==> src/rtl/stage_database_writer.sv <==
// ============================================================================
// stage_database_writer
//
// Purpose
//   Loads one cascade stage into the stage memory. A stage is
//   NUM_CLASSIFIERS_STAGE trees of NUM_PARAM_PER_CLASSIFIER words each,
//   followed by NUM_STAGE_THRESHOLD threshold words. Every accepted word
//   (i_valid && o_ready) is written exactly one cycle later at the next
//   sequential address. Address 0 holds the first word.
//
//   The word value DEFAULT_VALUE (1010) is reserved as the stage terminator.
//   If it shows up in the incoming data, the writer raises the sticky o_error
//   flag, but it still writes the word. A start request that arrives while the
//   writer is busy also raises o_error and is otherwise ignored.
//
// Optional feature
//   STAGE_WRITER_TERMINATOR_EN : when this macro is defined, the TERM state
//   writes DEFAULT_VALUE at address SIZE_STAGE. That write appears on the
//   write port in the cycle after TERM, together with o_done. When the macro
//   is undefined, TERM performs no write. In both builds o_done follows TERM
//   by one cycle.
//
// Ports
//   clk           in   clock, rising edge
//   reset         in   asynchronous, active-high reset
//   i_start       in   one-cycle request to load a stage
//   i_valid       in   i_data holds a word
//   i_data        in   [DATA_WIDTH]  incoming stage word
//   o_ready       out  writer accepts a word this cycle
//   o_wr_en       out  memory write strobe
//   o_wr_addr     out  [ADDR_WIDTH] memory write address
//   o_wr_data     out  [DATA_WIDTH] memory write data
//   o_index_tree  out  [12] tree currently being filled
//   o_index_leaf  out  [12] word index within the tree (or threshold index)
//   o_busy        out  high in every state except IDLE
//   o_done        out  one-cycle completion pulse
//   o_error       out  sticky protocol-error flag
// ============================================================================
module stage_database_writer #(
    parameter int ADDR_WIDTH               = 10,
    parameter int DATA_WIDTH               = 16,
    parameter int NUM_CLASSIFIERS_STAGE    = 10,
    parameter int NUM_PARAM_PER_CLASSIFIER = 19,
    parameter int NUM_STAGE_THRESHOLD      = 3
) (
    input  logic                  clk,
    input  logic                  reset,
    input  logic                  i_start,
    input  logic                  i_valid,
    input  logic [DATA_WIDTH-1:0] i_data,
    output logic                  o_ready,
    output logic                  o_wr_en,
    output logic [ADDR_WIDTH-1:0] o_wr_addr,
    output logic [DATA_WIDTH-1:0] o_wr_data,
    output logic [11:0]           o_index_tree,
    output logic [11:0]           o_index_leaf,
    output logic                  o_busy,
    output logic                  o_done,
    output logic                  o_error
);

    localparam int SIZE_STAGE    = NUM_CLASSIFIERS_STAGE * NUM_PARAM_PER_CLASSIFIER
                                   + NUM_STAGE_THRESHOLD;
    localparam int DEFAULT_VALUE = 1010;

    localparam logic [DATA_WIDTH-1:0] DEFAULT_WORD = DATA_WIDTH'(DEFAULT_VALUE);
    localparam logic [ADDR_WIDTH-1:0] TERM_ADDR    = ADDR_WIDTH'(SIZE_STAGE);
    localparam logic [11:0]           LAST_TREE    = 12'(NUM_CLASSIFIERS_STAGE - 1);
    localparam logic [11:0]           LAST_LEAF    = 12'(NUM_PARAM_PER_CLASSIFIER - 1);
    localparam logic [11:0]           LAST_THRESH  = 12'(NUM_STAGE_THRESHOLD - 1);

`ifdef STAGE_WRITER_TERMINATOR_EN
    localparam bit TERM_WRITE_EN = 1'b1;
`else
    localparam bit TERM_WRITE_EN = 1'b0;
`endif

    typedef enum logic [2:0] {
        IDLE,
        LOAD_TREES,
        LOAD_THRESH,
        TERM,
        DONE
    } state_t;

    state_t state;
    state_t state_next;

    logic                  accept;
    logic                  term_wr;
    logic                  start_ok;
    logic                  start_err;
    logic [ADDR_WIDTH-1:0] word_cnt;

    // Write stage registers: these hold the word that was accepted in the
    // previous cycle.
    logic                  wr_vld_p1;
    logic [ADDR_WIDTH-1:0] wr_addr_p1;
    logic [DATA_WIDTH-1:0] wr_data_p1;

    assign accept    = i_valid && o_ready;
    assign start_ok  = i_start && (state == IDLE);
    assign start_err = i_start && (state != IDLE);

    // ------------------------------------------------------------------
    // FSM state register
    // ------------------------------------------------------------------
    always_ff @(posedge clk or posedge reset) begin
        if (reset) begin
            state <= IDLE;
        end else begin
            state <= state_next;
        end
    end

    // ------------------------------------------------------------------
    // FSM next state and state-decoded outputs
    // ------------------------------------------------------------------
    always_comb begin
        state_next = state;
        o_ready    = 1'b0;
        o_busy     = 1'b1;
        o_done     = 1'b0;
        term_wr    = 1'b0;

        case (state)
            IDLE: begin
                o_busy = 1'b0;
                if (i_start) begin
                    state_next = LOAD_TREES;
                end
            end

            LOAD_TREES: begin
                o_ready = 1'b1;
                if (accept && (o_index_tree == LAST_TREE)
                           && (o_index_leaf == LAST_LEAF)) begin
                    state_next = LOAD_THRESH;
                end
            end

            LOAD_THRESH: begin
                o_ready = 1'b1;
                if (accept && (o_index_leaf == LAST_THRESH)) begin
                    state_next = TERM;
                end
            end

            TERM: begin
                term_wr    = TERM_WRITE_EN;
                state_next = DONE;
            end

            DONE: begin
                o_done     = 1'b1;
                state_next = IDLE;
            end

            default: begin
                state_next = IDLE;
            end
        endcase
    end

    // ------------------------------------------------------------------
    // Accept stage: word counter, tree/leaf indices, error flag
    // ------------------------------------------------------------------
    always_ff @(posedge clk or posedge reset) begin
        if (reset) begin
            word_cnt     <= '0;
            o_index_tree <= '0;
            o_index_leaf <= '0;
            o_error      <= 1'b0;
        end else if (start_ok) begin
            word_cnt     <= '0;
            o_index_tree <= '0;
            o_index_leaf <= '0;
            o_error      <= 1'b0;
        end else begin
            if (start_err) begin
                o_error <= 1'b1;
            end

            if (accept) begin
                word_cnt <= word_cnt + 1'b1;

                // The reserved terminator value inside the payload is flagged,
                // but the word is still stored.
                if (i_data == DEFAULT_WORD) begin
                    o_error <= 1'b1;
                end

                if (state == LOAD_TREES) begin
                    if (o_index_leaf == LAST_LEAF) begin
                        o_index_leaf <= '0;
                        // On the last tree, the index stays at the final tree
                        // while the threshold words load.
                        if (o_index_tree != LAST_TREE) begin
                            o_index_tree <= o_index_tree + 1'b1;
                        end
                    end else begin
                        o_index_leaf <= o_index_leaf + 1'b1;
                    end
                end else begin
                    // Threshold words: the last index holds so that the
                    // value still reads as a valid threshold slot.
                    if (o_index_leaf != LAST_THRESH) begin
                        o_index_leaf <= o_index_leaf + 1'b1;
                    end
                end
            end
        end
    end

    // ------------------------------------------------------------------
    // Write stage (p1): one-cycle latency from accept to memory write
    // ------------------------------------------------------------------
    always_ff @(posedge clk or posedge reset) begin
        if (reset) begin
            wr_vld_p1  <= 1'b0;
            wr_addr_p1 <= '0;
            wr_data_p1 <= '0;
        end else begin
            wr_vld_p1 <= accept || term_wr;
            if (accept) begin
                wr_addr_p1 <= word_cnt;
                wr_data_p1 <= i_data;
            end else if (term_wr) begin
                wr_addr_p1 <= TERM_ADDR;
                wr_data_p1 <= DEFAULT_WORD;
            end
        end
    end

    assign o_wr_en   = wr_vld_p1;
    assign o_wr_addr = wr_addr_p1;
    assign o_wr_data = wr_data_p1;

endmodule

==> config.mk <==
export PLATFORM = sky130hd
export DESIGN_NAME = stage_database_writer
export DESIGN_NICKNAME = d
export VERILOG_FILES = /design/src/rtl/stage_database_writer.sv
export SDC_FILE = /design/constraint.sdc
export NUM_CORES = 1
export LEC_CHECK = 0
export ABC_AREA = 1
export CAP_MARGIN = 20
export CORE_UTILIZATION = 30
export CTS_CLUSTER_SIZE = 25
export DETAILED_ROUTE_END_ITERATION = 7
export GPL_TIMING_DRIVEN = 0
export PLACE_DENSITY = 0.53
export SLEW_MARGIN = 20
export SYNTH_ARGS = -nofsm -noshare
export SYNTH_HDL_FRONTEND = slang
export SYNTH_SLANG_ARGS = --single-unit
==> constraint.sdc <==
create_clock -name clk -period 4.1 [get_ports clk]
set_input_delay 0.82 -clock clk [delete_from_list [all_inputs] [get_ports clk]]
set_output_delay 0.82 -clock clk [all_outputs]
set_load 0.01 [all_outputs]
==> summary.md, run 1 <==
| Metric | Value |
|---|---|
| Depth of the worst register-to-register path | `10` |
| Final setup vio count | `0` |
| Die span in x | `110 µm` |
| Share of the yosys chip area belonging to registers | `0.464` |
| Fin Setup TNS | `0 ps` |
| Data arrival time of the worst path | `1670 ps` |
| Data required time at the worst endpoint | `3280 ps` |
| Post-route minimum period | `2490 ps` |
| # diodes | `0` |
| Share of async-settable or async-resettable flops after synthesis | `1.00` |
| Count of buffers added by post-CTS timing repair for setup | `0` |
| Compound-Gate Fraction of Synth Area | `0.0632` |
| Internal portion of total power | `2.28 mW` |
| Number of sinks on the clock net | `65` |
| Top FF cell, synth | `dfrtp_1` |
| Proportion of power drawn by the clock network | `0.265` |
| Unrepaired setup endpoints after global routing | `no` |
| Ratio of cells with drive above 1 in the final layout | `0.0860` |
| Switching share of power | `0.376` |
| Clock transition at the register clock pins on the worst setup and hold paths after CTS | `50 ps` |
| Critical-path maximum fanout | `4` |
| Post-route fraction of the period consumed by the critical path | `0.607` |
| Highest-delay cell along the critical path | `clkdlybuf4s50_1` |
| Setup clock skew after layout | `5.24 ps` |
| Pins Over Slew Limit | `0` |
| Kind of end point of the critical path | `output pin` |
| Number of nets in the final layout | `578` |
| Row count | `39` |
| Synth area leaders | `dfrtp_1, nand2_1, nand3_1` |
| Number of flops mapped to enable cells by yosys | `0` |
| Number of routed nets with antenna violations | `0` |
| Post-synthesis share of cell area spent on full adders, half adders and majority gates | `0.0179` |
| Crit path max-delay family | `buffers and inverters` |
| Part of the total power dissipated in combinational logic | `0.429` |
| Cell type with the highest aggregate area in the netlist | `dfrtp_1` |
| Number of instances in the synthesized netlist | `467` |
| Antenna violations before repair | `0` |
| Cell depth of the worst hold path | `1` |
| Cell chosen for the clock root | `clkbuf_16` |
| Synth top area share | `0.464` |
| Initial core utilization | `0.307` |
| Flop and latch count out of synthesis | `65` |
| Clock insertion delay at the later pin of the skew report | `~330 ps` |
| TritonCTS clock tree | `built` |
| CTS resizes | `0` |
| Leading post-synthesis cells by instance count | `nand2_1, dfrtp_1, inv_1, nand3_1, nor2_1` |
| Overall power | `between 3 and 4 mW` |
| Leak pwr | `2.30 nW` |
| Category of the most critical setup path | `register to output pin` |
| Violation count after the first detailed-route iteration | `125` |
| Maximum number of pins on one net before global-route repair | `39` |
| Chip height | `110 µm` |
| Mean area per synthesized cell | `7.50 µm²` |
| Vias in the first global route | `3,211` |
| Routed wl met3 | `527 µm` |
| Htree depth | `3` |
| Hold WC Path Type | `register to register` |
| Buffers on Ports | `74` |
| Number of filler instances in the final layout | `between 1,000 and 1,500` |
| Global Route Usage Sum | `0.168` |
| Count of pins on the block boundary | `75` |
| Switching power | `1.38 mW` |
| Syn nets | `492` |
| Result of the run | `complete, no violations` |
| Half-perimeter wire length after detailed placement | `6790 µm` |
| Die area | `between 10,000 and 15,000 µm²` |
| Summed instance area of the synthesized netlist | `3500 µm²` |
| Ratio of total power to cell area | `759 nW/µm²` |
| Total length of routed met2 wires | `4220 µm` |
| Seq pwr share | `0.306` |
| Dominant combinational cell family by area after synthesis | `simple AND/OR/NAND/NOR gates` |
| Proportion of synthesized area in mux cells | `0` |
| Vias | `between 3,000 and 4,000` |
| Cell-by-cell trace of the critical path | `nor2_2 > nand2_1 > nand2_2 > clkdlybuf4s50_1` |
| Worst IR Drop VDD | `0.335 mV` |
| # Max-Cap Violations | `0` |
| CP startpoint kind | `register` |
| Number of buffers on the longest clock path | `2` |
| Top sig layer | `met4` |
| Slew at the pin closest to its max-slew limit | `599 ps` |
| Final wirelength | `9170 µm` |
| Total buffers and inverters traversed by the critical path | `1` |
| Yosys warning total | `0` |
| Core footprint | `between 10,000 and 15,000 µm²` |
| Routability Congestion | `about 0.83` |
| Number of hold violations in the final report | `0` |
| Grt total ovfl | `0` |
| Post-synthesis simple-gate area fraction | `0.347` |
| Vias per inst | `4.64` |
| Distinct cell type count after synthesis | `29` |
| Xor/xnor cell area share of the yosys netlist | `0.0325` |
| Stages on the worst setup path | `4` |
| Area grow syn2layout | `37.7%` |
| Met1 Wirelength | `between 4000 and 5000 µm` |
| First-pass GRT wire length | `around 15,000 µm` |
| Max Fclk | `between 0.4 and 0.5 GHz` |
| Wire length per cell after detailed routing | `between 10 and 15 µm` |
| CTS Buf Count | `9` |
| CTS hold repair buffers | `0` |
| Most instantiated library cell after synthesis | `nand2_1` |
| Critical path's largest stage delay | `540 ps` |
| Worst slew margin | `0.601` |
| DR pass1 iterations | `4` |
| Total DRC errors in the routed layout | `0` |
## through the flow
step,hold WS (ps),utilization,instances,instance area [µm²],worst slack [ps]
after floorplan,441,-,467,3500,1650
after CTS,464,0.423,701,4820,1590
after detailed placement,457,0.389,685,4450,1700
final,464,0.423,701,4820,1610
after global placement,454,0.387,684,4420,363
after global routing,492,0.423,701,4820,1490
## cells by family after synthesis
| logic type | after synthesis |
|---|---|
| and+or+nand+nor | 281 |
| DFF | 65 |
| buffers and inverters | 63 |
| AOI/OAI and AO/OA | 40 |
| xor gates and xnor gates | 13 |
| adders and majority gates | 5 |
## state kept, by name, indices dropped and copies added, names as in the netlist
register and cells:
o_index_leaf 12, o_wr_addr 10, state 3, word_cnt 10
o_wr_en 1, o_wr_data 16, o_error 1, o_index_tree 12
## placed cells by master, fill, tap and decap left out, drive strengths merged, types with 3 or more instances in the layout
cell type      count
o21ai             29
nor2              43
clkdlybuf4s50     74
dfrtp             65
or2                3
ha                 5
nor3              17
a21oi             10
nand2            164
bufinv             4
buf               13
nand3             41
xor2              11
inv               49
clkbuf            13
nand4             11
## power by group through the flow
| stage | combinational (mW) | sequential [mW] | clock (mW) |
|---|---|---|---|
| 2_1_floorplan | 0.821 | 1.18 | 0 |
| 3_3_place_gp | 1.57 | 1.13 | 0 |
| 3_5_place_dp | 1.59 | 1.13 | 0 |
| 4_1_cts | 1.60 | 1.12 | 0.987 |
| 5_1_grt | 1.78 | 1.16 | 1.01 |
| 6_report | 1.57 | 1.12 | 0.969 |
## worst reg2reg max path, delay by kind of cell (launching register included)
family	cells	cell delay, ps
AND/OR/NAND/NOR	7	870
flip-flops	1	430
adder cells (fa/ha/maj)	1	150
buffers and inverters	2	290
## final timing paths
| kind | from | end | slack, ps |
|---|---|---|---|
| min reg2reg | state[2]$_DFFE_PP0P_ | state[2]$_DFFE_PP0P_ | 460 |
| min | state[2]$_DFFE_PP0P_ | state[2]$_DFFE_PP0P_ | 460 |
| max in group asynchronous | reset | o_index_tree[5]$_DFFE_PP0P_ | 2740 |
| max reg2reg | o_index_leaf[0]$_DFFE_PP0P_ | o_index_tree[2]$_DFFE_PP0P_ | 2310 |
| min in group asynchronous | reset | o_wr_en$_DFF_PP0_ | 830 |
| max | state[0]$_DFFE_PP0P_ | o_ready | 1610 |
## metal layers
metal,track usage,vias up
li1,-,1661
met1,0.222,1510
met2,0.264,71
met3,0.0500,9
met4,0.0514,0
met5,0,-
## area by class of cell
class,count,area (µm²),share of cell area
repair buffers,75,761,0.158
plain buffers,14,77.6,0.0161
clock buffers,11,253,0.0524
well taps,143,179,0.0371
multi-input cells,339,1610,0.335
flip-flops and latches,65,1630,0.337
inverters,49,189,0.0392
clock inverters,5,125,0.0259
Power figures use the tool's default switching activity.
==> run 2: changes to the inputs <==
- PLACE_DENSITY: 0.53 -> 0.55
- clock period: 4.1 -> 2.2 ns (I/O delays scaled with it)
==> summary.md, run 2 (synthesized netlist as in run 1, its figures left out) <==
| Metric | Value |
|---|---|
| Cell chosen for the clock root | `clkbuf_16` |
| Category of the most critical setup path | `register to output pin` |
| Half-perimeter wire length after detailed placement | `6800 µm (about the same)` |
| Source of the worst register-to-register timing path | `o_index_leaf[0]$_DFFE_PP0P_` |
| Initial core utilization | `0.307 (unchanged)` |
| Final setup vio count | `0 (unchanged)` |
| Kind of end point of the critical path | `output pin` |
| Place WS | `169 ps (-1530 ps)` |
| Cell area after placement | `4450 µm² (unchanged)` |
| Row count | `39 (unchanged)` |
| Switching share of power | `0.391 (+0.0152)` |
| Share of the core filled with cells in the final layout | `0.420 (-0.00263)` |
| Depth of the worst register-to-register path | `10 (unchanged)` |
| Die area | `12,100 µm² (unchanged)` |
| TritonCTS clock tree | `built` |
| Final worst setup slack | `153 ps (-1460 ps)` |
| Unrepaired setup endpoints after global routing | `no` |
| Pins Over Slew Limit | `0 (unchanged)` |
| Worst IR Drop VDD | `0.558 mV (+67%)` |
| Max Fclk | `0.488 GHz` |
| Number of sinks on the clock net | `65 (unchanged)` |
| Clock transition at the register clock pins on the worst setup and hold paths after CTS | `60 ps (about the same)` |
| Final wirelength | `9310 µm (+1.5%)` |
| Number of routed nets with antenna violations | `0 (unchanged)` |
| Part of the total power dissipated in combinational logic | `0.442 (+0.013)` |
| # diodes | `0 (unchanged)` |
| First-pass GRT wire length | `15,700 µm (+1.5%)` |
| Data arrival time of the worst path | `1610 ps (-60 ps)` |
| Internal portion of total power | `4.06 mW (+78%)` |
| # Max-Cap Violations | `0 (unchanged)` |
| Minimum setup slack among reg-to-reg paths | `410 ps (-1900 ps)` |
| Number of buffers on the longest clock path | `2 (unchanged)` |
| Maximum number of pins on one net before global-route repair | `36 (-7.7%)` |
| Count of pins on the block boundary | `75 (unchanged)` |
| Critical-path maximum fanout | `3 (-1)` |
| Hold WC Path Type | `input port to asynchronous set/reset pin` |
| Post-route fraction of the period consumed by the critical path | `0.931` |
| Wire length per cell after detailed routing | `13.3 µm (+1.5%)` |
| Vias | `3,323 (+2.2%)` |
| Worst reg2reg path endpoint | `o_index_tree[4]$_DFFE_PP0P_` |
| Proportion of power drawn by the clock network | `0.242 (-0.023)` |
| Final cell count without fillers | `701 (unchanged)` |
| Area grow syn2layout | `36.8%` |
| Total non-filler cell area in the finished layout | `4790 µm² (-0.62%)` |
| Flip-flop count of the largest register, all copies and words added | `16 (unchanged)` |
| Slew at the pin closest to its max-slew limit | `605 ps (+6.21 ps)` |
| Vias in the first global route | `3,264 (+1.7%)` |
| Setup clock skew after layout | `12.4 ps (+7.19 ps)` |
| Antenna violations before repair | `0 (unchanged)` |
| Buffers on Ports | `74 (unchanged)` |
| Post-route minimum period | `2050 ps` |
| DR pass1 iterations | `4 (unchanged)` |
| Ratio of cells with drive above 1 in the final layout | `0.0860 (unchanged)` |
| Routability Congestion | `0.849 (+1.9%)` |
| Ratio of total power to cell area | `1390 nW/µm² (+83%)` |
| Data required time at the worst endpoint | `1760 ps (-1520 ps)` |
| Leak pwr | `2.29 nW (-0.19%)` |
| Number of nets in the final layout | `578 (unchanged)` |
| CTS hold repair buffers | `0 (unchanged)` |
| Global Route Usage Sum | `0.169 (+0.00145)` |
| Htree depth | `3 (unchanged)` |
| Seq pwr share | `0.316 (+0.010)` |
| Total DRC errors in the routed layout | `0 (unchanged)` |
| # placed instances | `685 (unchanged)` |
| Most used cells in the layout excluding fill and tap cells | `nand2_1, clkdlybuf4s50_1, dfrtp_1` |
| Vias per inst | `4.74 (+2.2%)` |
| CP startpoint kind | `register` |
| Die span in x | `110 µm (unchanged)` |
| Worst slew margin | `0.596 (-0.00414)` |
| Core footprint | `11,400 µm² (unchanged)` |
| Leading cell type in the layout, fill and taps excluded | `nand2_1` |
| CTS Buf Count | `9 (unchanged)` |
| Clock insertion delay at the later pin of the skew report | `330 ps (about the same)` |
| Number of hold violations in the final report | `0 (unchanged)` |
| Grt total ovfl | `0 (unchanged)` |
| Violation count after the first detailed-route iteration | `150 (+20%)` |
| Result of the run | `complete, no violations` |
| Chip height | `110 µm (unchanged)` |
| Switching power | `2.61 mW (+90%)` |
==> run 2: cell types whose count changed in the layout (fill, tap and decap cells not counted) <==
cell,change
clkdlybuf4s50_1,-1
clkinv_4,+1
bufinv_16,-2
clkbuf_8,+1
nor2_2,-1
nor2_4,+1
dlymetal6s2s_1,+1
==> run 2: worst max-delay path: stages (launching register included) <==
cell and delay (ps):
dfrtp_1 400, inv_1 90, nor3_1 210, clkdlybuf4s50_1 590
==> run 2: power groups by stage <==
stage               logic (mW)  registers, mW  clock network (mW)
floorplan                 1.53           2.19                   0
global placement          2.91           2.11                   0
detailed placement        2.97           2.10                   0
CTS                       2.98           2.10                1.65
global route              3.32           2.18                1.70
finish                    2.95           2.11                1.62
==> run 2: worst max-delay path by stage <==
stage / from / end / slack (ps) / cells after the start
6_report: state[2]$_DFFE_PP0P_ / o_done / 150 / 3
3_5_place_dp: i_start / o_index_tree[11]$_DFFE_PP0P_ / 170 / 7
2_1_floorplan: reset / o_error$_DFF_PP0_ / 130 / 1
3_3_place_gp: reset / o_index_tree[11]$_DFFE_PP0P_ / -1110 / 2
5_1_grt: state[2]$_DFFE_PP0P_ / o_done / 70 / 3
4_1_cts: state[0]$_DFFE_PP0P_ / o_ready / 50 / 4
==> run 2: timing repair <==
action / in CTS / in global routing
endpoints found under the hold margin: 0 / 0
resized for setup: 0 / 2
setup endpoints to repair: 0 / 1
buffers inserted: 0 / 0
==> run 2: area by class of cell <==
class | count | area, µm²
buffer | 14 | 77.6
clock buffer | 12 | 267
clock inverter | 4 | 73.8
fill | 1181 | 6620
inverter | 49 | 189
multi-input combinational | 339 | 1620
sequential | 65 | 1630
tap | 143 | 179
timing repair buffer | 75 | 763
==> run 2: through the flow <==
stage	power [mW]	setup TNS, ps	hold slack, ps
6_report	6.67	0	470
3_3_place_gp	5.02	-71990	456
4_1_cts	6.73	0	465
5_1_grt	7.20	0	499
3_5_place_dp	5.07	0	456
2_1_floorplan	3.72	0	441
==> run 2: per-layer routing <==
metal,global-route usage,share of wire,vias up,routed length (µm)
li1,-,-,1665,-
met4,0.0505,0.0071,0,66
met5,0,0,-,0
met2,0.267,0.45,91,4240
met3,0.0523,0.064,6,599
met1,0.222,0.47,1561,4410
